==> src/rtl/lsu_llsc_pkg.sv <==
// Shared encodings for the openmips load/store unit: op codes, exception codes,
// FSM state encoding and big-endian byte-lane select constants.
package mips_lsu_pkg;

    localparam logic [3:0] OP_LB  = 4'd0;
    localparam logic [3:0] OP_LBU = 4'd1;
    localparam logic [3:0] OP_LH  = 4'd2;
    localparam logic [3:0] OP_LHU = 4'd3;
    localparam logic [3:0] OP_LW  = 4'd4;
    localparam logic [3:0] OP_SB  = 4'd5;
    localparam logic [3:0] OP_SH  = 4'd6;
    localparam logic [3:0] OP_SW  = 4'd7;
    localparam logic [3:0] OP_LL  = 4'd8;
    localparam logic [3:0] OP_SC  = 4'd9;

    localparam logic [1:0] EXC_NONE = 2'd0;
    localparam logic [1:0] EXC_ADEL = 2'd1;
    localparam logic [1:0] EXC_ADES = 2'd2;
    localparam logic [1:0] EXC_BUS  = 2'd3;

    localparam logic [1:0] ST_IDLE = 2'd0;
    localparam logic [1:0] ST_REQ  = 2'd1;
    localparam logic [1:0] ST_DONE = 2'd2;

    // Big-endian lanes: byte offset 0 lives in bits 31:24.
    localparam logic [3:0] SEL_B0 = 4'b1000;
    localparam logic [3:0] SEL_B1 = 4'b0100;
    localparam logic [3:0] SEL_B2 = 4'b0010;
    localparam logic [3:0] SEL_B3 = 4'b0001;
    localparam logic [3:0] SEL_H0 = 4'b1100;
    localparam logic [3:0] SEL_H1 = 4'b0011;
    localparam logic [3:0] SEL_W  = 4'b1111;

    typedef enum logic [1:0] {SZ_B, SZ_H, SZ_W} size_e;

    function automatic size_e op_size(input logic [3:0] op);
        case (op)
            OP_LB, OP_LBU, OP_SB: return SZ_B;
            OP_LH, OP_LHU, OP_SH: return SZ_H;
            default:              return SZ_W;
        endcase
    endfunction

    function automatic logic op_is_store(input logic [3:0] op);
        return (op == OP_SB) || (op == OP_SH) || (op == OP_SW) || (op == OP_SC);
    endfunction

    function automatic logic op_is_signed(input logic [3:0] op);
        return (op == OP_LB) || (op == OP_LH);
    endfunction

endpackage

==> src/rtl/lsu_llsc_if.sv <==
// Pipeline-side and data-RAM-side signals of the load/store unit.
interface lsu_llsc_if;
    logic        in_valid;
    logic [3:0]  in_op;
    logic [31:0] in_addr;
    logic [31:0] in_wdata;
    logic        flush;
    logic        stall_req;
    logic        mem_req;
    logic        mem_we;
    logic [3:0]  mem_sel;
    logic [31:0] mem_addr;
    logic [31:0] mem_wdata;
    logic [31:0] mem_rdata;
    logic        mem_ack;
    logic        out_valid;
    logic [31:0] out_data;
    logic [1:0]  out_exc;
    logic        llbit;

    modport slave (
        input  in_valid, in_op, in_addr, in_wdata, flush, mem_rdata, mem_ack,
        output stall_req, mem_req, mem_we, mem_sel, mem_addr, mem_wdata,
        output out_valid, out_data, out_exc, llbit
    );

    modport master (
        output in_valid, in_op, in_addr, in_wdata, flush, mem_rdata, mem_ack,
        input  stall_req, mem_req, mem_we, mem_sel, mem_addr, mem_wdata,
        input  out_valid, out_data, out_exc, llbit
    );
endinterface

==> src/rtl/lsu_llsc_align.sv <==
// Byte-lane steering: lane selects, store replication, load extract/extend
// and the misalignment flag for a given op and low address bits.
module lsu_align
    import mips_lsu_pkg::*;
(
    input  logic [3:0]  op_i,
    input  logic [1:0]  addr_lo_i,
    input  logic [31:0] wdata_i,
    input  logic [31:0] rdata_i,
    output logic [3:0]  sel_o,
    output logic [31:0] wdata_o,
    output logic [31:0] rdata_o,
    output logic        misaligned_o
);
    logic [7:0]  lane_b;
    logic [15:0] lane_h;
    logic [3:0]  sel_b;
    logic        sext;

    always_comb begin
        lane_b = rdata_i[31:24];
        sel_b  = SEL_B0;
        case (addr_lo_i)
            2'd1:    begin lane_b = rdata_i[23:16]; sel_b = SEL_B1; end
            2'd2:    begin lane_b = rdata_i[15:8];  sel_b = SEL_B2; end
            2'd3:    begin lane_b = rdata_i[7:0];   sel_b = SEL_B3; end
            default: begin lane_b = rdata_i[31:24]; sel_b = SEL_B0; end
        endcase
        lane_h = addr_lo_i[1] ? rdata_i[15:0] : rdata_i[31:16];
        sext   = op_is_signed(op_i);

        sel_o        = SEL_W;
        wdata_o      = wdata_i;
        rdata_o      = rdata_i;
        misaligned_o = 1'b0;
        case (op_size(op_i))
            SZ_B: begin
                sel_o   = sel_b;
                wdata_o = {4{wdata_i[7:0]}};
                rdata_o = {{24{sext & lane_b[7]}}, lane_b};
            end
            SZ_H: begin
                sel_o        = addr_lo_i[1] ? SEL_H1 : SEL_H0;
                wdata_o      = {2{wdata_i[15:0]}};
                rdata_o      = {{16{sext & lane_h[15]}}, lane_h};
                misaligned_o = addr_lo_i[0];
            end
            default: misaligned_o = |addr_lo_i;
        endcase
    end
endmodule

==> src/rtl/lsu_llsc.sv <==
// Memory-stage load/store unit with LL/SC link bit, request/ack handshake
// toward data RAM, bus-error timeout and pipeline stall request.
module lsu_llsc
    import mips_lsu_pkg::*;
#(
    parameter int unsigned TIMEOUT_CYCLES = 255
) (
    input  logic clk,
    input  logic reset_n,
    lsu_llsc_if.slave bus
);
    localparam logic [7:0] TMO_LAST = 8'(TIMEOUT_CYCLES - 1);

    logic [1:0]  state_q, state_d;
    logic [3:0]  op_q, op_d;
    logic [1:0]  addr_lo_q, addr_lo_d;
    logic [7:0]  tmo_q, tmo_d;
    logic        flushed_q, flushed_d;
    logic        mem_req_q, mem_req_d;
    logic        mem_we_q, mem_we_d;
    logic [3:0]  mem_sel_q, mem_sel_d;
    logic [31:0] mem_addr_q, mem_addr_d;
    logic [31:0] mem_wdata_q, mem_wdata_d;
    logic        out_valid_q, out_valid_d;
    logic [31:0] out_data_q, out_data_d;
    logic [1:0]  out_exc_q, out_exc_d;
    logic        llbit_q, llbit_d;

    logic        idle;
    logic [3:0]  align_op;
    logic [1:0]  align_lo;
    logic [3:0]  align_sel;
    logic [31:0] align_wdata;
    logic [31:0] align_rdata;
    logic        align_mis;

    assign idle = (state_q == ST_IDLE);

    // In IDLE the aligner looks at the incoming op; afterwards at the latched one.
    assign align_op = idle ? bus.in_op : op_q;
    assign align_lo = idle ? bus.in_addr[1:0] : addr_lo_q;

    lsu_align u_align (
        .op_i        (align_op),
        .addr_lo_i   (align_lo),
        .wdata_i     (bus.in_wdata),
        .rdata_i     (bus.mem_rdata),
        .sel_o       (align_sel),
        .wdata_o     (align_wdata),
        .rdata_o     (align_rdata),
        .misaligned_o(align_mis)
    );

    always_comb begin
        state_d     = state_q;
        op_d        = op_q;
        addr_lo_d   = addr_lo_q;
        tmo_d       = tmo_q;
        flushed_d   = flushed_q;
        mem_req_d   = mem_req_q;
        mem_we_d    = mem_we_q;
        mem_sel_d   = mem_sel_q;
        mem_addr_d  = mem_addr_q;
        mem_wdata_d = mem_wdata_q;
        out_valid_d = 1'b0;
        out_data_d  = out_data_q;
        out_exc_d   = out_exc_q;
        llbit_d     = llbit_q;

        case (state_q)
            ST_IDLE: begin
                if (bus.in_valid && !bus.flush) begin
                    op_d      = bus.in_op;
                    addr_lo_d = bus.in_addr[1:0];
                    if (align_mis) begin
                        state_d     = ST_DONE;
                        out_valid_d = 1'b1;
                        out_data_d  = '0;
                        out_exc_d   = op_is_store(bus.in_op) ? EXC_ADES : EXC_ADEL;
                        if (bus.in_op == OP_SC) llbit_d = 1'b0;
                    end else if (bus.in_op == OP_SC && !llbit_q) begin
                        state_d     = ST_DONE;
                        out_valid_d = 1'b1;
                        out_data_d  = '0;
                        out_exc_d   = EXC_NONE;
                        llbit_d     = 1'b0;
                    end else begin
                        state_d     = ST_REQ;
                        tmo_d       = '0;
                        flushed_d   = 1'b0;
                        mem_req_d   = 1'b1;
                        mem_we_d    = op_is_store(bus.in_op);
                        mem_sel_d   = align_sel;
                        mem_addr_d  = {bus.in_addr[31:2], 2'b00};
                        mem_wdata_d = align_wdata;
                    end
                end
            end
            ST_REQ: begin
                if (bus.flush) flushed_d = 1'b1;
                if (bus.mem_ack || tmo_q == TMO_LAST) begin
                    state_d     = ST_DONE;
                    mem_req_d   = 1'b0;
                    mem_we_d    = 1'b0;
                    out_valid_d = !(flushed_q || bus.flush);
                    if (bus.mem_ack) begin
                        out_exc_d = EXC_NONE;
                        if (op_q == OP_SC)          out_data_d = 32'd1;
                        else if (op_is_store(op_q)) out_data_d = '0;
                        else                        out_data_d = align_rdata;
                        if (op_q == OP_LL && !flushed_q) llbit_d = 1'b1;
                    end else begin
                        out_exc_d  = EXC_BUS;
                        out_data_d = '0;
                    end
                    if (op_q == OP_SC) llbit_d = 1'b0;
                end else begin
                    tmo_d = tmo_q + 8'd1;
                end
            end
            ST_DONE: state_d = ST_IDLE;
            default: state_d = ST_IDLE;
        endcase

        // A flush always beats a link set landing on the same edge.
        if (bus.flush) llbit_d = 1'b0;
    end

    always_ff @(posedge clk or negedge reset_n) begin
        if (!reset_n) begin
            state_q     <= ST_IDLE;
            op_q        <= '0;
            addr_lo_q   <= '0;
            tmo_q       <= '0;
            flushed_q   <= 1'b0;
            mem_req_q   <= 1'b0;
            mem_we_q    <= 1'b0;
            mem_sel_q   <= '0;
            mem_addr_q  <= '0;
            mem_wdata_q <= '0;
            out_valid_q <= 1'b0;
            out_data_q  <= '0;
            out_exc_q   <= EXC_NONE;
            llbit_q     <= 1'b0;
        end else begin
            state_q     <= state_d;
            op_q        <= op_d;
            addr_lo_q   <= addr_lo_d;
            tmo_q       <= tmo_d;
            flushed_q   <= flushed_d;
            mem_req_q   <= mem_req_d;
            mem_we_q    <= mem_we_d;
            mem_sel_q   <= mem_sel_d;
            mem_addr_q  <= mem_addr_d;
            mem_wdata_q <= mem_wdata_d;
            out_valid_q <= out_valid_d;
            out_data_q  <= out_data_d;
            out_exc_q   <= out_exc_d;
            llbit_q     <= llbit_d;
        end
    end

    assign bus.stall_req = (idle && bus.in_valid) || (state_q == ST_REQ);
    assign bus.mem_req   = mem_req_q;
    assign bus.mem_we    = mem_we_q;
    assign bus.mem_sel   = mem_sel_q;
    assign bus.mem_addr  = mem_addr_q;
    assign bus.mem_wdata = mem_wdata_q;
    assign bus.out_valid = out_valid_q;
    assign bus.out_data  = out_data_q;
    assign bus.out_exc   = out_exc_q;
    assign bus.llbit     = llbit_q;
endmodule

==> src/flat_wrapper.sv <==
// flat-port wrapper written by rule: the top's interface ports become plain ports
module lsu_llsc_flat import mips_lsu_pkg::*;
#(
    parameter int unsigned TIMEOUT_CYCLES = 255
)
  (clk, reset_n, bus_in_valid, bus_in_op, bus_in_addr, bus_in_wdata, bus_flush, bus_mem_rdata, bus_mem_ack, bus_stall_req, bus_mem_req, bus_mem_we, bus_mem_sel, bus_mem_addr, bus_mem_wdata, bus_out_valid, bus_out_data, bus_out_exc, bus_llbit);
  lsu_llsc_if bus_i ();
  input  logic clk;
  input  logic reset_n;
  input wire logic [$bits(bus_i.in_valid)-1:0] bus_in_valid;
  input wire logic [$bits(bus_i.in_op)-1:0] bus_in_op;
  input wire logic [$bits(bus_i.in_addr)-1:0] bus_in_addr;
  input wire logic [$bits(bus_i.in_wdata)-1:0] bus_in_wdata;
  input wire logic [$bits(bus_i.flush)-1:0] bus_flush;
  input wire logic [$bits(bus_i.mem_rdata)-1:0] bus_mem_rdata;
  input wire logic [$bits(bus_i.mem_ack)-1:0] bus_mem_ack;
  output wire logic [$bits(bus_i.stall_req)-1:0] bus_stall_req;
  output wire logic [$bits(bus_i.mem_req)-1:0] bus_mem_req;
  output wire logic [$bits(bus_i.mem_we)-1:0] bus_mem_we;
  output wire logic [$bits(bus_i.mem_sel)-1:0] bus_mem_sel;
  output wire logic [$bits(bus_i.mem_addr)-1:0] bus_mem_addr;
  output wire logic [$bits(bus_i.mem_wdata)-1:0] bus_mem_wdata;
  output wire logic [$bits(bus_i.out_valid)-1:0] bus_out_valid;
  output wire logic [$bits(bus_i.out_data)-1:0] bus_out_data;
  output wire logic [$bits(bus_i.out_exc)-1:0] bus_out_exc;
  output wire logic [$bits(bus_i.llbit)-1:0] bus_llbit;
  assign bus_i.in_valid = bus_in_valid;
  assign bus_i.in_op = bus_in_op;
  assign bus_i.in_addr = bus_in_addr;
  assign bus_i.in_wdata = bus_in_wdata;
  assign bus_i.flush = bus_flush;
  assign bus_i.mem_rdata = bus_mem_rdata;
  assign bus_i.mem_ack = bus_mem_ack;
  assign bus_stall_req = bus_i.stall_req;
  assign bus_mem_req = bus_i.mem_req;
  assign bus_mem_we = bus_i.mem_we;
  assign bus_mem_sel = bus_i.mem_sel;
  assign bus_mem_addr = bus_i.mem_addr;
  assign bus_mem_wdata = bus_i.mem_wdata;
  assign bus_out_valid = bus_i.out_valid;
  assign bus_out_data = bus_i.out_data;
  assign bus_out_exc = bus_i.out_exc;
  assign bus_llbit = bus_i.llbit;
  lsu_llsc #(.TIMEOUT_CYCLES(TIMEOUT_CYCLES)) u_core (.clk(clk), .reset_n(reset_n), .bus(bus_i));
endmodule
==> config.mk <==
export PLATFORM = sky130hd
export DESIGN_NAME = lsu_llsc_flat
export DESIGN_NICKNAME = d
export VERILOG_FILES = /design/src/rtl/lsu_llsc_pkg.sv /design/src/rtl/lsu_llsc_if.sv /design/src/rtl/lsu_llsc_align.sv /design/src/rtl/lsu_llsc.sv /design/src/flat_wrapper.sv
export SDC_FILE = /design/constraint.sdc
export NUM_CORES = 1
export LEC_CHECK = 0
export ABC_AREA = 1
export CAP_MARGIN = 10
export CELL_PAD_IN_SITES_DETAIL_PLACEMENT = 1
export CELL_PAD_IN_SITES_GLOBAL_PLACEMENT = 2
export CORE_MARGIN = 2
export CORE_UTILIZATION = 23
export DETAILED_ROUTE_END_ITERATION = 6
export PLACE_DENSITY_LB_ADDON = 0.1
export SLEW_MARGIN = 20
export SYNTH_ARGS = -nofsm -noshare
export SYNTH_HDL_FRONTEND = slang
export SYNTH_SLANG_ARGS = --single-unit
==> constraint.sdc <==
create_clock -name clk -period 1.8 [get_ports clk]
set_input_delay 0.36 -clock clk [delete_from_list [all_inputs] [get_ports clk]]
set_output_delay 0.36 -clock clk [all_outputs]
set_load 0.05 [all_outputs]
### After elaboration in Yosys (flattened, before gate mapping)

Index checks and enable logic that the tools add are counted.

* add/sub/neg operators: 1
* eq/ne operators: 33
* multiplexer cells: 65
* bitwise operators: 4
* reduce and logical (&&, ||, !) cells: 34

Operators by type and width (number)
* $mux 32: 7
* $pmux 32 s2: 3
* $eq 4x3->1 const B: 8
* $mux 8: 4
* $mux 1: 24
* $pmux 8 s3: 1
* $mux 2: 11
* $mux 16: 1
* $pmux 8 s2: 1
* $reduce_and 5->1: 3
* $eq 4x4->1 const B: 3
* $pmux 1 s2: 6
* $pmux 2 s2: 3
* $pmux 4 s3: 1
* $logic_or 1x1->1: 10
* $ne 2x2->1 const B: 5
* $add 8x1->8 const B: 1
* $eq 4x2->1 const B: 2
* $eq 8x8->1 const B: 1
* $mux 4: 2
* $ne 4x4->1 const B: 2
* $pmux 4 s2: 1
* $reduce_and 4->1: 2
* $reduce_and 7->1: 1
* other kinds (19): 34

* bits in registers: 121
* input port bits: 105
* logic and storage cells: 151

### Logic depth before layout (Yosys ltp)

Gate-level depths: netlist of run 1.

* word-level depth: 12
* depth in mapped cells: 15
* depth with buffers taken out: 14

### By module

From an unflattened synthesis of run 1, not the netlist that was laid out.

* cells, all modules: 884
* area, all modules: 6454.9 µm²

By module, submodules not included
* lsu_llsc: times used 1, cells an instance 607, area each 5049.8 µm²
* lsu_align: times used 1, cells an instance 277, area each 1405.1 µm²

### Worst setup path before layout of run 1

No wires, ideal clock.

* path type: register to register
* start point: register u_core.state_q[1]
* end point: register u_core.mem_sel_q[0], in the netlist u_core.bus.mem_sel[0]
* arrival time: 1.763 ns
* required time: 1.663 ns
* slack: -0.100 ns
* cell stages (with the launch flop): 13
* path through: dfrtp_1 nor2_4 nand2_1 o21ai_0 nand2_1 nand3_1 nand2_4 nand2_4 nand3_4 buf_6 buf_6 nand2_1 o21ai_0

* cells in the longest elaborated chain, start to end: 9

RTL lines
* start: declaration: RTL line lsu_llsc.sv:14 `logic [1:0] state_q, state_d;`
* start signal: assignment: RTL line lsu_llsc.sv:146 `state_q <= state_d;`
* $logic_not 2->1 (*): RTL line lsu_llsc.sv:37, lsu_llsc.sv:70
* $mux 4: RTL line lsu_llsc.sv:40 `assign align_op = idle ? bus.in_op : op_q;`
* $eq 4x2->1 (tied with other cells): RTL line lsu_llsc_pkg.sv:37 `case (op)`
* $reduce_or 3->1: RTL line lsu_llsc_pkg.sv:37
* $pmux 2 s2: RTL line lsu_llsc_pkg.sv:37
* $eq 2x1->1 / $logic_not 2->1 (equally long branches): RTL line lsu_llsc_align.sv:36 `case (op_size(op_i))`
* $pmux 1 s2: RTL line lsu_llsc_align.sv:36
* $not 1->1 (no line)
* $reduce_and 4->1 (no line)
* end signal: assignment: RTL line lsu_llsc.sv:153 `mem_sel_q <= mem_sel_d;`
* end: declaration: RTL line lsu_llsc.sv:21 `logic [3:0] mem_sel_q, mem_sel_d;`

Every way passes the cells marked *; elsewhere a longest branch is shown, timed or not.
A chain may end at the register's enable or synchronous reset.

### Final worst setup path of run 1

* start point: register u_core.state_q[0]
* end point: register u_core.mem_addr_q[2], in the netlist u_core.bus.mem_addr[2]

* cells in the longest elaborated chain, start to end: 9

RTL lines
* $logic_not 2->1 (*): RTL line lsu_llsc.sv:37, lsu_llsc.sv:70
* $mux 4: RTL line lsu_llsc.sv:40
* $eq 4x2->1 (tied with other cells): RTL line lsu_llsc_pkg.sv:37
* $reduce_or 3->1: RTL line lsu_llsc_pkg.sv:37
* $pmux 2 s2: RTL line lsu_llsc_pkg.sv:37
* $eq 2x1->1 / $logic_not 2->1 (equally long branches): RTL line lsu_llsc_align.sv:36
* $pmux 1 s2: RTL line lsu_llsc_align.sv:36
* $not 1->1 (no line)
* $reduce_and 4->1 (no line) (*)
* end signal: assignment: RTL line lsu_llsc.sv:154 `mem_addr_q <= mem_addr_d;`
* end: declaration: RTL line lsu_llsc.sv:22 `logic [31:0] mem_addr_q, mem_addr_d;`

Marked as above.

==> results of run 1 <==
==> cell families after synthesis <==
kind of cell / count (synthesis) / share of synthesized area [%]
AOI/OAI and AO/OA: 118 / 10.77
adders and majority gates: 2 / 0.4118
xor gates and xnor gates: 6 / 0.8649
and+or+nand+nor: 445 / 30.97
buffers and inverters: 84 / 7.084
DFF: 121 / 49.84
other: 1 / 0.06172
==> power by group through the flow <==
stage          Sequential [mW]  Combinational, mW  Clock, mW
2_1_floorplan             7.71               4.87          0
3_3_place_gp              4.47               13.4          0
4_1_cts                   4.47               14.3       3.69
5_1_grt                   4.66               17.2       3.81
3_5_place_dp              4.49               13.5          0
6_report                  4.51               16.0       3.56
==> timing repair <==
action | in CTS | in global routing
pin swaps | 10 | 26
hold endpoints to repair | 9 | 0
resized for setup | 39 | 91
hold buffers | 1 | 0
setup buffers | 11 | 13
gates cloned | 1 | 12
setup endpoints to repair | 116 | 116
==> how the worst max path moves through the flow <==
stage	startpoint	to	slack [ns]	cells past startpoint
2_1_floorplan	u_core.state_q[1]$_DFFE_PN0P_	u_core.bus.mem_sel[0]$_DFFE_PN0P_	-0.04	12
4_1_cts	u_core.state_q[1]$_DFFE_PN0P_	u_core.bus.mem_wdata[22]$_DFFE_PN0P_	-0.30	12
5_1_grt	u_core.state_q[0]$_DFFE_PN0P_	u_core.bus.mem_addr[2]$_DFFE_PN0P_	-0.43	15
6_report	u_core.state_q[0]$_DFFE_PN0P_	u_core.bus.mem_addr[2]$_DFFE_PN0P_	-0.32	15
3_5_place_dp	bus_in_op[0]	u_core.bus.mem_addr[28]$_DFFE_PN0P_	-0.53	13
3_3_place_gp	bus_in_op[0]	u_core.bus.mem_wdata[23]$_DFFE_PN0P_	-0.51	12
==> flip-flops by register name, summed over array words and instances, names as in the netlist, 2 cells and up <==
name	cells
u_core.addr_lo_q	2
u_core.bus.mem_addr	30
u_core.bus.mem_sel	4
u_core.bus.mem_wdata	32
u_core.bus.out_data	32
u_core.bus.out_exc	2
u_core.op_q	4
u_core.state_q	2
u_core.tmo_q	8
==> worst max-delay path: stages, from the launching register on <==
cell	delay, ns
dfrtp_2	0.45
nor2_4	0.16
buf_12	0.14
nand2_1	0.10
o21ai_4	0.10
nand2_4	0.10
nand2_8	0.11
nand2_8	0.07
nand2_4	0.08
nand2_4	0.05
nand3_4	0.10
buf_12	0.17
inv_4	0.07
buf_12	0.15
nand2_1	0.07
nand2_1	0.06
==> area by class of cell <==
cell class	count	area, um2	share of cell area, %
clock inverters	14	172.7	1.635
flip-flops and latches	121	3030	28.69
inverters	50	195.2	1.848
multi-input cells	575	3068	29.05
repair buffers	336	3248	30.75
clock buffers	18	429.2	4.063
well taps	335	419.2	3.968
==> cell usage in the layout, fill, tap and decap left out, types with 6 or more instances in the layout <==
| cell | Yosys | routed |
|---|---|---|
| nand2_2 | 4 | 17 |
| dfrtp_1 | 121 | 119 |
| o21ai_1 | 17 | 25 |
| o21ai_2 | 5 | 8 |
| or2_2 | 15 | 15 |
| nand2_4 | 5 | 19 |
| nor2_1 | 48 | 44 |
| nand3_1 | 44 | 34 |
| buf_6 | 9 | 16 |
| nand3_2 | 0 | 8 |
| buf_12 | 0 | 18 |
| a21oi_1 | 35 | 32 |
| clkbuf_16 | 0 | 25 |
| buf_4 | 6 | 188 |
| nand3_4 | 3 | 6 |
| clkdlybuf4s50_1 | 0 | 103 |
| o21ai_0 | 43 | 28 |
| nand2_1 | 315 | 286 |
| inv_1 | 47 | 42 |
==> layer usage <==
layer	vias to the layer above	part of all wire (%)	GRT usage [%]
met4	0	1.2	5.022
met1	3025	46	23.86
met3	20	5.0	3.850
met5	-	0	0
li1	3144	-	-
met2	156	48	28.42
==> metrics, run 1 <==
asr flop ratio synth=100.0%; drt pass-1 iters=4; FF-to-FF path depth=15; power density cells=2281 nW/um2; drt wl/cell=17.96 um; global-route wire length before repair=38.18 mm; Synth cell types=35; Worst Hold Class=in -> async; vias in the first global route=6612; DRC Markers=0; drt initial violations=287; share of post-route cells with drive strength above 1=33.12%; clock skew=0.01176 ns; sw power=11.90 mW; top post-synthesis cells by area=dfrtp_1 50%, nand2_1 19%, nand3_1 3.6%; Final WS setup=-0.3210 ns; DP Cell Count=1379; post-layout util=40.65%; Place WS=-0.5301 ns; Worst-path clk slew=0.06 ns; Data arrival, critical path=2.43 ns; Critical Path End Type=flip-flop; post-synth top area share=49.84%; initial antenna violation count=1; Setup TNS=-29.24 ns; top cells by count, synth=315 x nand2_1, 121 x dfrtp_1, 48 x nor2_1; Most used DFF post-synth=dfrtp_1; Vias/cell=4.379; worst r2r src=u_core.state_q[0]$_DFFE_PN0P_; Initial Util=23.38%; Period minus WS final=2.121 ns; Setup CP Type=reg -> reg; RSZ-0062 raised after global routing=yes; Worst VDD drop=0.8402 mV; CTS Root Cell=clkbuf_16; CP required=2.11 ns; final hold slack=0.3367 ns; grt total ovfl=0; CTS tree=done; die height=166.5 um; GRT Overall Usage=17.63%; Max Fanout on Critical Path=15; Sw Share=49.38%; #FFs+latches synth=121; EDFF count, synth=0; Clock Power Share=14.8%; Synth area leader=dfrtp_1; total power=24.10 mW; Clock Latency Late Sink=0.42 ns; synth warn=0; failing checks=setup timing; Sequential Power Share=18.7%; clock sink count=121; Die Wd=166.5 um; startpoint types=flip-flop; number of H-tree levels=4; Cell Int Power=12.20 mW; total core area=25980 um2; Post-Syn Area per Cell=7.820 um2; Fin. Hold Viols=0; reg2reg end=u_core.bus.mem_addr[2]$_DFFE_PN0P_; fin area=10560 um2; Setup-failing EPs final=115; Post-DRT Antenna Nets=0; R2R setup slack=-0.32 ns; Nets=1208; gpl congestion=0.7764; Mapped Area=6076 um2; P_leak=5.286 nW; sequential area share after synthesis=49.84%; routed vias=6345; crit share post-route=117.8%; Clock Tree Buf Depth=2; die area=27730 um2; combinational share of power=66.5%; CTS buffer count=17; Ant. Diodes=0; Fill cells=3065; largest net degree at the start of global routing=70; drt total wl=26.02 mm; Post-Synthesis Cells=777; placed cell areas=8970 um2; most common cell in the netlist=nand2_1; Area Overhead vs Synth=73.85%; max-cap viol count=0; Layout Cells excl Fill=1449; port bufs=209; Pins Over Slew Limit=0; Post-DP HPWL=17.80 mm; Max Freq=471.5 MHz; Top-Level Pins=212; status=finished with violations; # rows=59
No activity file was read; power rests on OpenSTA's default activity.
==> run 2: changes to the inputs <==
- CAP_MARGIN: 10 -> 25
- TNS_END_PERCENT: default -> 50
==> metrics, run 2 (same netlist as run 1, synthesis figures left out) <==
Setup CP Type=reg -> reg; P_leak=5.326 nW (+0.76%); initial antenna violation count=0 (-1); FF-to-FF path depth=14 (-1); share of post-route cells with drive strength above 1=35.18% (+2.1 points); drt pass-1 iters=4 (unchanged); Pins Over Slew Limit=0 (unchanged); GRT Overall Usage=18.34% (+0.70 points); met3 GRT Util=4.491% (+0.64 points); cells along the critical path=nor2_4 -> buf_6 -> buf_6 -> nand2_4 -> o21ai_2 -> nor2_4 -> nand2_8 -> nand2_8 -> nand2_4 -> nand2_4 -> nand3_4 -> buf_12 -> clkbuf_16 -> o31ai_1; Area Overhead vs Synth=75.66%; power density cells=2348 nW/um2 (+2.9%); Top-Level Pins=212 (unchanged); met1 Use GR=24.47% (+0.61 points); gr busiest metal=met2; CP required=2.13 ns (+0.02 ns); commonest cells after routing, fill and taps aside=274 x nand2_1, 189 x buf_4, 119 x dfrtp_1; reg2reg end=u_core.bus.mem_wdata[22]$_DFFE_PN0P_; CTS Root Cell=clkbuf_16; post-layout util=41.07% (+0.42 points); worst r2r src=u_core.state_q[0]$_DFFE_PN0P_; RSZ-0062 raised after global routing=yes; Ant. Diodes=0 (unchanged); slew margin rel.=59.00%; Fin. Hold Viols=24 (+24); total core area=25980 um2 (unchanged); max-cap viol count=0 (unchanged); GR Util met2=30.20% (+1.8 points); Data arrival, critical path=2.45 ns (+0.02 ns); status=finished with violations; die height=166.5 um (unchanged); # rows=59 (unchanged); vias in the first global route=6690 (+1.2%); measured slew at the worst slew-check pin=0.6150 ns; Period minus WS final=2.125 ns (+0.003597 ns); grt total ovfl=0 (unchanged); commonest non-fill, non-tap cell in the layout=nand2_1; failing checks=hold timing, setup timing; R2R setup slack=-0.32 ns (about the same); CTS buffer count=17 (unchanged); Critical Path End Type=flip-flop; clock skew=0.01163 ns (-0.0001348 ns); crit share post-route=118.0% (+0.20 points); Clock Latency Late Sink=0.42 ns (about the same); number of H-tree levels=4 (unchanged); final hold slack=-0.03888 ns (-0.3756 ns); drt wl/cell=18.60 um (+3.6%); Post-DP HPWL=17.74 mm (-0.34%); Worst Hold Class=in -> async; CTS tree=done; global-route wire length before repair=39.47 mm (+3.4%); Die Wd=166.5 um (unchanged); Max Freq=470.7 MHz (-0.17%); CP dominant cell by count=nand2_4; Worst-path clk slew=0.06 ns (about the same); drt initial violations=252 (-12%); Max Fanout on Critical Path=9 (-6); Worst VDD drop=0.8809 mV (+4.8%); Setup TNS=-28.23 ns (+1.008 ns); Post-DRT Antenna Nets=0 (unchanged); startpoint types=flip-flop; largest net degree at the start of global routing=78 (+11%); CP max stage delay=0.42 ns (-0.03 ns); Initial Util=23.38% (unchanged); Final WS setup=-0.3246 ns (-0.003597 ns); routed vias=6457 (+1.8%); die area=27730 um2 (unchanged); Clock Tree Buf Depth=2 (unchanged); clock sink count=121 (unchanged); slowest CP cell=dfrtp_2; critical path's top delay family=simple AND/OR/NAND/NOR gates; Worst Path Buf+Inv=4 (unchanged); Vias/cell=4.447 (+1.6%); Setup-failing EPs final=114 (-0.87%); Nets=1211 (+0.25%); port bufs=209 (unchanged); gpl congestion=0.7586 (-2.3%); DRC Markers=0 (unchanged); drt total wl=27.01 mm (+3.8%)
[run 2: cell types whose count changed in the layout (fill, tap and decap cells not counted), sizes merged]
cell         delta
dlygate4sd3     -1
clkinv          -5
buf             +3
inv             +4
clkinvlp        +2
bufbuf          +1
clkbuf          -1
[run 2: what timing repair did]
item / CTS / global route
pin swaps: 22 / 12
endpoints found under the setup margin: 116 / 116
gates cloned: 8 / 14
hold buffers: 0 / 0
resized for setup: 85 / 69
setup buffers: 19 / 8
[run 2: area by class of cell]
cell class / instances / area, um2
inverters: 50 / 200.2
clock inverters: 15 / 188.9
repair buffers: 339 / 3341
fillers: 3077 / 15310
flip-flops and latches: 121 / 3030
multi-input cells: 575 / 3068
well taps: 335 / 419.2
clock buffers: 17 / 425.4
[run 2: how the worst max path moves through the flow]
stage          slack [ns]  depth (start not counted)                              endpoint                     startpoint
5_1_grt             -0.47                         14   u_core.bus.out_data[31]$_DFFE_PN0P_  u_core.state_q[0]$_DFFE_PN0P_
3_5_place_dp        -0.56                         12    u_core.bus.out_data[4]$_DFFE_PN0P_                   bus_in_op[0]
3_3_place_gp        -0.63                          9   u_core.bus.out_data[20]$_DFFE_PN0P_                 bus_in_addr[1]
4_1_cts             -0.28                         11   u_core.bus.out_data[31]$_DFFE_PN0P_  u_core.state_q[1]$_DFFE_PN0P_
6_report            -0.32                         14  u_core.bus.mem_wdata[22]$_DFFE_PN0P_  u_core.state_q[0]$_DFFE_PN0P_
2_1_floorplan       -0.04                         12   u_core.bus.out_data[30]$_DFFE_PN0P_  u_core.state_q[1]$_DFFE_PN0P_
[run 2: where the power goes]
part / switching, mW / total, mW / leakage, nW / internal [mW]
clock network: 1.43 / 3.64 / 0.289 / 2.21
logic: 10.1 / 16.9 / 3.47 / 6.77
registers: 0.715 / 4.53 / 1.57 / 3.81
total: 12.3 / 25.1 / 5.33 / 12.8
[run 2: metal layers]
metal / part of all wire (%) / up-vias / wire length, um
li1: - / 3145 / -
met1: 47 / 3147 / 12760
met2: 47 / 148 / 12810
met3: 4.6 / 17 / 1238
met4: 0.77 / 0 / 208
met5: 0 / - / 0
[run 2: worst register-to-register path: stages (launching register included)]
cell	delay, ns
dfrtp_2	0.42
nor2_4	0.06
buf_6	0.12
buf_6	0.11
nand2_4	0.05
o21ai_2	0.06
nor2_4	0.20
nand2_8	0.10
nand2_8	0.12
nand2_4	0.06
nand2_4	0.07
nand3_4	0.10
buf_12	0.19
clkbuf_16	0.18
o31ai_1	0.18
[run 2: stage by stage]
step	instances	worst slack (ns)	power (mW)	area [um2]	hold WS [ns]
finish	1452	-0.3246	25.06	10670	-0.03888
detailed placement	1371	-0.5565	17.78	8847	0.4421
CTS	1430	-0.2754	24.17	10110	0.00009748
global route	1452	-0.4726	26.68	10670	0.01299
global placement	1371	-0.6277	17.73	8847	0.4585
floorplan	778	-0.04488	12.55	6095	0.06441
==> run 3: changes to the inputs <==
- TNS_END_PERCENT: 50 -> default
==> results of run 3 <==
No change in the layout: final DEF, timing and power equal those of run 1.
